==> config.mk <==
export PLATFORM = sky130hd
export DESIGN_NAME = arcino_div_ctrl
export DESIGN_NICKNAME = d
export VERILOG_FILES = /design/src/rtl/arcino_div_ctrl.sv
export SDC_FILE = /design/constraint.sdc
export NUM_CORES = 1
export LEC_CHECK = 0
export CAP_MARGIN = 20
export CORE_ASPECT_RATIO = 1.75
export CORE_MARGIN = 4
export CORE_UTILIZATION = 53
export CTS_BUF_LIST = sky130_fd_sc_hd__clkbuf_16
export CTS_CLUSTER_SIZE = 8
export DETAILED_ROUTE_END_ITERATION = 10
export HOLD_SLACK_MARGIN = 0.02
export PLACE_DENSITY = 0.78
export SLEW_MARGIN = 15
export SYNTH_ARGS = -nofsm -noshare
export SYNTH_HDL_FRONTEND = slang
export SYNTH_SLANG_ARGS = --single-unit
==> constraint.sdc <==
create_clock -name clk_i -period 3.15 [get_ports clk_i]
set_clock_uncertainty 0.2 [all_clocks]
set_input_delay 0.63 -clock clk_i [delete_from_list [all_inputs] [get_ports clk_i]]
set_output_delay 0.63 -clock clk_i [all_outputs]
set_load 0.01 [all_outputs]
==> src/rtl/arcino_div_ctrl.sv <==
// arcino_div_ctrl
// ---------------
// Sequencer for the RV32M divide/remainder group (DIV, DIVU, REM, REMU).
// One operation is accepted through a valid/ready handshake. Divide-by-zero
// and signed overflow finish in one cycle. Every other operation runs 32
// restoring radix-2 iterations and then one sign-correction cycle. The result
// is held until writeback accepts it.
//
// Ports:
//   clk_i        core clock, rising edge
//   rst_i        synchronous active-high reset
//   in_valid_i   operation request
//   in_ready_o   high while idle (combinational from state)
//   op_i         funct3[1:0]: 00 DIV, 01 DIVU, 10 REM, 11 REMU
//   op_a_i       dividend (rs1)
//   op_b_i       divisor (rs2)
//   kill_i       pipeline flush, aborts any in-flight or pending operation
//   out_valid_o  result available (registered)
//   out_ready_i  writeback accepts the result
//   result_o     quotient or remainder (registered)
//   busy_o       high whenever not idle
module arcino_div_ctrl (
  input  logic        clk_i,
  input  logic        rst_i,
  input  logic        in_valid_i,
  output logic        in_ready_o,
  input  logic [1:0]  op_i,
  input  logic [31:0] op_a_i,
  input  logic [31:0] op_b_i,
  input  logic        kill_i,
  output logic        out_valid_o,
  input  logic        out_ready_i,
  output logic [31:0] result_o,
  output logic        busy_o
);

  typedef enum logic [1:0] {
    ST_IDLE = 2'd0,
    ST_CALC = 2'd1,
    ST_FIX  = 2'd2,
    ST_DONE = 2'd3
  } state_t;

  state_t      state_reg,      state_next;
  logic [4:0]  cnt_reg,        cnt_next;
  logic [1:0]  op_reg,         op_next;
  logic        op_signed_reg,  op_signed_next;
  logic        a_neg_reg,      a_neg_next;
  logic        b_neg_reg,      b_neg_next;
  logic [31:0] quo_reg,        quo_next;
  logic [31:0] div_reg,        div_next;
  logic [32:0] rem_reg,        rem_next;
  logic [31:0] result_reg,     result_next;
  logic        out_valid_reg,  out_valid_next;

  // Decode of the incoming request
  logic        accept;
  logic        in_signed;
  logic        in_a_neg;
  logic        in_b_neg;
  logic [31:0] abs_a;
  logic [31:0] abs_b;
  logic        div_zero;
  logic        sgn_ovf;

  // Datapath of one restoring iteration
  logic [32:0] rem_shift;
  logic [32:0] diff;

  // Sign correction
  logic [31:0] quo_fixed;
  logic [31:0] rem_fixed;

  assign in_ready_o  = (state_reg == ST_IDLE);
  assign busy_o      = (state_reg != ST_IDLE);
  assign out_valid_o = out_valid_reg;
  assign result_o    = result_reg;

  assign accept    = in_valid_i & in_ready_o & ~kill_i;
  assign in_signed = ~op_i[0];
  assign in_a_neg  = in_signed & op_a_i[31];
  assign in_b_neg  = in_signed & op_b_i[31];
  // Two's complement of 0x80000000 is itself, which is the right unsigned magnitude
  assign abs_a     = in_a_neg ? (~op_a_i + 32'd1) : op_a_i;
  assign abs_b     = in_b_neg ? (~op_b_i + 32'd1) : op_b_i;
  assign div_zero  = (op_b_i == 32'd0);
  assign sgn_ovf   = in_signed & (op_a_i == 32'h8000_0000) & (op_b_i == 32'hFFFF_FFFF);

  // The partial remainder is always below the divisor, so its shifted value fits in 33 bits
  assign rem_shift = {rem_reg[31:0], quo_reg[31]};
  assign diff      = rem_shift - {1'b0, div_reg};

  assign quo_fixed = (op_signed_reg & (a_neg_reg ^ b_neg_reg)) ? (~quo_reg + 32'd1) : quo_reg;
  assign rem_fixed = (op_signed_reg & a_neg_reg) ? (~rem_reg[31:0] + 32'd1) : rem_reg[31:0];

  always_comb begin
    state_next     = state_reg;
    cnt_next       = cnt_reg;
    op_next        = op_reg;
    op_signed_next = op_signed_reg;
    a_neg_next     = a_neg_reg;
    b_neg_next     = b_neg_reg;
    quo_next       = quo_reg;
    div_next       = div_reg;
    rem_next       = rem_reg;
    result_next    = result_reg;
    out_valid_next = out_valid_reg;

    case (state_reg)
      ST_IDLE: begin
        if (accept) begin
          op_next        = op_i;
          op_signed_next = in_signed;
          a_neg_next     = in_a_neg;
          b_neg_next     = in_b_neg;
          if (div_zero) begin
            result_next    = op_i[1] ? op_a_i : 32'hFFFF_FFFF;
            out_valid_next = 1'b1;
            state_next     = ST_DONE;
          end else if (sgn_ovf) begin
            result_next    = op_i[1] ? 32'd0 : 32'h8000_0000;
            out_valid_next = 1'b1;
            state_next     = ST_DONE;
          end else begin
            quo_next   = abs_a;
            div_next   = abs_b;
            rem_next   = 33'd0;
            cnt_next   = 5'd0;
            state_next = ST_CALC;
          end
        end
      end

      ST_CALC: begin
        if (!diff[32]) begin
          rem_next = diff;
          quo_next = {quo_reg[30:0], 1'b1};
        end else begin
          rem_next = rem_shift;
          quo_next = {quo_reg[30:0], 1'b0};
        end
        if (cnt_reg == 5'd31) begin
          state_next = ST_FIX;
        end else begin
          cnt_next = cnt_reg + 5'd1;
        end
      end

      ST_FIX: begin
        result_next    = op_reg[1] ? rem_fixed : quo_fixed;
        out_valid_next = 1'b1;
        state_next     = ST_DONE;
      end

      ST_DONE: begin
        if (out_ready_i) begin
          out_valid_next = 1'b0;
          state_next     = ST_IDLE;
        end
      end

      default: begin
        state_next     = ST_IDLE;
        out_valid_next = 1'b0;
      end
    endcase

    // Flush overrides everything, including a pending writeback transfer
    if (kill_i) begin
      state_next     = ST_IDLE;
      out_valid_next = 1'b0;
    end
  end

  always_ff @(posedge clk_i) begin
    if (rst_i) begin
      state_reg     <= ST_IDLE;
      cnt_reg       <= 5'd0;
      op_reg        <= 2'd0;
      op_signed_reg <= 1'b0;
      a_neg_reg     <= 1'b0;
      b_neg_reg     <= 1'b0;
      quo_reg       <= 32'd0;
      div_reg       <= 32'd0;
      rem_reg       <= 33'd0;
      result_reg    <= 32'd0;
      out_valid_reg <= 1'b0;
    end else begin
      state_reg     <= state_next;
      cnt_reg       <= cnt_next;
      op_reg        <= op_next;
      op_signed_reg <= op_signed_next;
      a_neg_reg     <= a_neg_next;
      b_neg_reg     <= b_neg_next;
      quo_reg       <= quo_next;
      div_reg       <= div_next;
      rem_reg       <= rem_next;
      result_reg    <= result_next;
      out_valid_reg <= out_valid_next;
    end
  end

endmodule

==> results.md, run 1 <==
- Layout area overhead: 38.6%
- RSZ-0062 raised after global routing: yes
- Pin count of the biggest net entering global routing: 63
- Count of boundary I/O pins: 106
- Final worst slack: -0.146 ns
- Synth Area in Compound Gates: 28.0%
- Max clock buf depth: 2
- Largest cells by area after synthesis: dfxtp_1, xor2_1, nor2_1
- Post-synthesis share of cell area spent on full adders, half adders and majority gates: 5.33%
- TritonCTS clock tree: yes
- Violations in the final reports: negative setup slack
- Global route total overflow: 0
- Floorplan die area: approximately 22000 µm²
- Post-layout util: about three quarters
- # diodes: 0
- Top cell types by occurrence after synthesis: nor2_1, dfxtp_1, nand2_1, o21ai_0, a21oi_1
- Deepest level of the CTS H-tree: 4
- Via count of the first global-routing pass: roughly 12000
- Cell area reported after detailed placement: between 10000 and 15000 µm²
- XOR/XNOR share of the synthesized area: 12.1%
- IR Drop Worst-Case VDD: about 0.38 mV
- FFs w/ async S/R, synth: 0%
- Layout cell share with drive strength beyond 1: 22.6%
- Final-report setup violation count: 32
- Clock root buffer: clkbuf_16
- Effective utilization at floorplan: 54.3%
- Data required time at the worst endpoint: 3.27 ns
- Average instance area after synthesis: 7.65 µm²
- Pre-Repair DR Iteration Count: 7
- Power density of the placed cells: 360 nW/µm²
- Clock edge transition at the registers on the reported setup and hold paths: 0.06 ns
- Horizontal extent of the die: 114 µm
- Final nets: 1771
- Number of standard-cell rows in the floorplan: between 60 and 70
- Type of element launching the critical path: flop
- MaxCap Viol Count: 0
- Mux cell area share after synthesis: 2.77%
- Overall via count from detail_route: roughly 12000
- Final standard cell area without fillers: ~15000 µm²
- Number of antenna violations at the first check in global routing: 0
- Register bit count reported by yosys: 140
- Clock insertion delay at the later pin of the skew report: 0.44 ns
- Largest family of logic cells by synthesized area: compound AO/OA/AOI/OAI gates
- Tcrit/Tclk final: 105%
- Data arrival time of the critical path: 3.42 ns
- Global-route wire length before repair: 55.4 mm
- Final HPWL from detailed placement: ~26 mm
- Mapped cell area: around 10000 µm²
- DR WL/cell: 18.4 µm
- Total routed wirelength: between 30 and 40 mm
- Via density per instance: 6.09
- Final max-slew violation count: 0
- TritonCTS buffer count: 17
- Slew HR: 54.3%
- Primary FF master, synth: dfxtp_1
- Transition time of the tightest slew-check pin: 0.685 ns
- Classification of the worst setup path: flop to flop
- Total of warnings raised by yosys: 0
- Core Region: 19300 µm²
- Count of unique library cells instantiated by Yosys: roughly 80
- Post-synth EDFFs: 0
- Number of I/O port buffers: 105
- Worst Hold Class: flop to flop
- Fin crit period: 3.30 ns
- Count of nets left with antenna violations after detail routing: 0
- Floorplan die height: 194 µm
- Achievable Freq: roughly 0.3 GHz
- Number of failing hold endpoints at the final stage: 0
- Sequential-to-total area share from yosys stat: 26.7%
- Hold slack: 0.261 ns
- Simple logic cell fraction of the synthesized area: 19.7%
- Synthesized Nets: 1484
- P_leak: 5.80 nW
- Cell type with the highest aggregate area in the netlist: dfxtp_1
- Number of design-rule violations left by the first detailed-router iteration: between 1000 and 1500
- Outcome: finished with violations
- Synth Instances: 1369
- Top-area cell type share of the netlist area: roughly a quarter
- Maximum fanout along the worst path: 8
- Overall track demand over capacity in global routing: 30.6%
- Most numerous cell in the Yosys netlist: nor2_1
- CP Capture Type: flop
- GP Congestion: 0.995
- Clk sinks: 140
- Post-detailed-route DRC marker count: 0
worst max-delay path, cell delays in order, from the launching register on:
cell and delay [ns]:
dfxtp_4 0.36, inv_4 0.05, ha_4 0.16, fa_2 0.39, nor2b_4 0.16, o31ai_4 0.08
nand4_1 0.11, a21oi_2 0.09, a31o_4 0.26, o31ai_4 0.34, a221oi_4 0.13, xnor2_4 0.17
buf_12 0.16, buf_12 0.15, mux2i_4 0.18, a22o_1 0.18
through the flow:
stage	worst slack, ns	power (W)	setup TNS [ns]	std cells
floorplan	-0.0228	0.00254	-0.379	1369
global placement	-0.644	0.00300	-65.35	1861
detailed placement	-0.763	0.00302	-72.59	1861
CTS	-0.125	0.00517	-1.58	1906
global route	-0.217	0.00541	-5.25	1910
finish	-0.146	0.00522	-2.32	1910
cells by family after synthesis:
group,count (synthesis)
AOI/OAI and AO/OA,442
xor gates and xnor gates,143
adders and majority gates,44
buffers and inverters,138
DFF,140
muxes,29
and+or+nand+nor,433
layer usage:
| metal | global-route usage (%) | routed length [µm] | share of wire, % | vias to the layer above |
|---|---|---|---|---|
| met5 | 0 | 0 | 0 | - |
| met1 | 32.2 | 12700 | 36 | 5449 |
| met2 | 56.2 | 18600 | 53 | 476 |
| met4 | 18.8 | 1990 | 5.7 | 0 |
| li1 | - | - | - | 5559 |
| met3 | 3.62 | 1850 | 5.3 | 143 |
worst paths after layout:
kind,start,endpoint,slack [ns],depth (start not counted)
max,quo_reg[31],rem_reg[1],-0.15,15
min,result_o[29],result_o[29],0.26,2
max reg2reg,quo_reg[31],rem_reg[1],-0.15,15
min reg2reg,result_o[29],result_o[29],0.26,2
layout make-up:
type	instances	area (µm²)
Inverter	60	231
Sequential cell	140	2810
Clock buffer	17	425
Fill cell	1448	4760
Clock inverter	15	189
Multi-Input combinational cell	1091	7570
Tap cell	241	302
Timing Repair Buffer	346	3000
cells in the final DEF (no fill, tap or decap), types with 6 or more instances in the layout:
cell | synthesis | layout
a222oi_1 | 17 | 17
xor2_1 | 75 | 75
buf_6 | 0 | 7
nand3_1 | 15 | 14
clkbuf_16 | 0 | 17
dlymetal6s2s_1 | 0 | 10
mux2i_1 | 29 | 25
inv_1 | 57 | 55
a211oi_1 | 39 | 37
nor3_1 | 27 | 25
o21ai_0 | 114 | 92
clkdlybuf4s50_1 | 0 | 77
o41ai_1 | 8 | 6
a21o_1 | 16 | 16
o21ai_1 | 3 | 24
buf_12 | 0 | 7
buf_4 | 5 | 225
nor2_1 | 160 | 156
o31ai_1 | 23 | 20
a21oi_1 | 97 | 96
dfxtp_1 | 140 | 138
nor2b_1 | 7 | 6
a32oi_1 | 12 | 12
nand2_1 | 129 | 126
nand4_1 | 12 | 12
dlygate4sd2_1 | 0 | 12
or3_1 | 17 | 12
nor2_2 | 4 | 6
or4_4 | 2 | 9
ha_1 | 43 | 42
o211ai_1 | 38 | 38
xnor2_1 | 67 | 66
nor4_2 | 0 | 6
a31oi_1 | 10 | 10
nand2b_1 | 10 | 9
power by group:
part           internal (W)  leakage, nW  switching (W)
clock               0.00126        0.290       0.000882
sequential          0.00183         1.14      0.0000566
combinational      0.000562         4.37       0.000630
total               0.00365         5.80        0.00157
what timing repair did:
item	4_1_cts	5_1_grt
setup endpoints to repair	132	133
hold buffers	0	0
gates resized for setup	77	73
gates cloned	2	0
pin swaps	25	39
setup buffers	11	4
Power figures use the tool's default switching activity.
==> run 2, diff against run 1 <==
--- a/config.mk
+++ b/config.mk
@@ -12,7 +12,6 @@
 export CTS_BUF_LIST = sky130_fd_sc_hd__clkbuf_16
 export CTS_CLUSTER_SIZE = 8
 export DETAILED_ROUTE_END_ITERATION = 10
-export HOLD_SLACK_MARGIN = 0.02
 export PLACE_DENSITY = 0.78
 export SLEW_MARGIN = 15
 export SYNTH_ARGS = -nofsm -noshare
==> results of run 2 <==
Same layout as run 1: the final DEF is identical, and so are final timing and power.
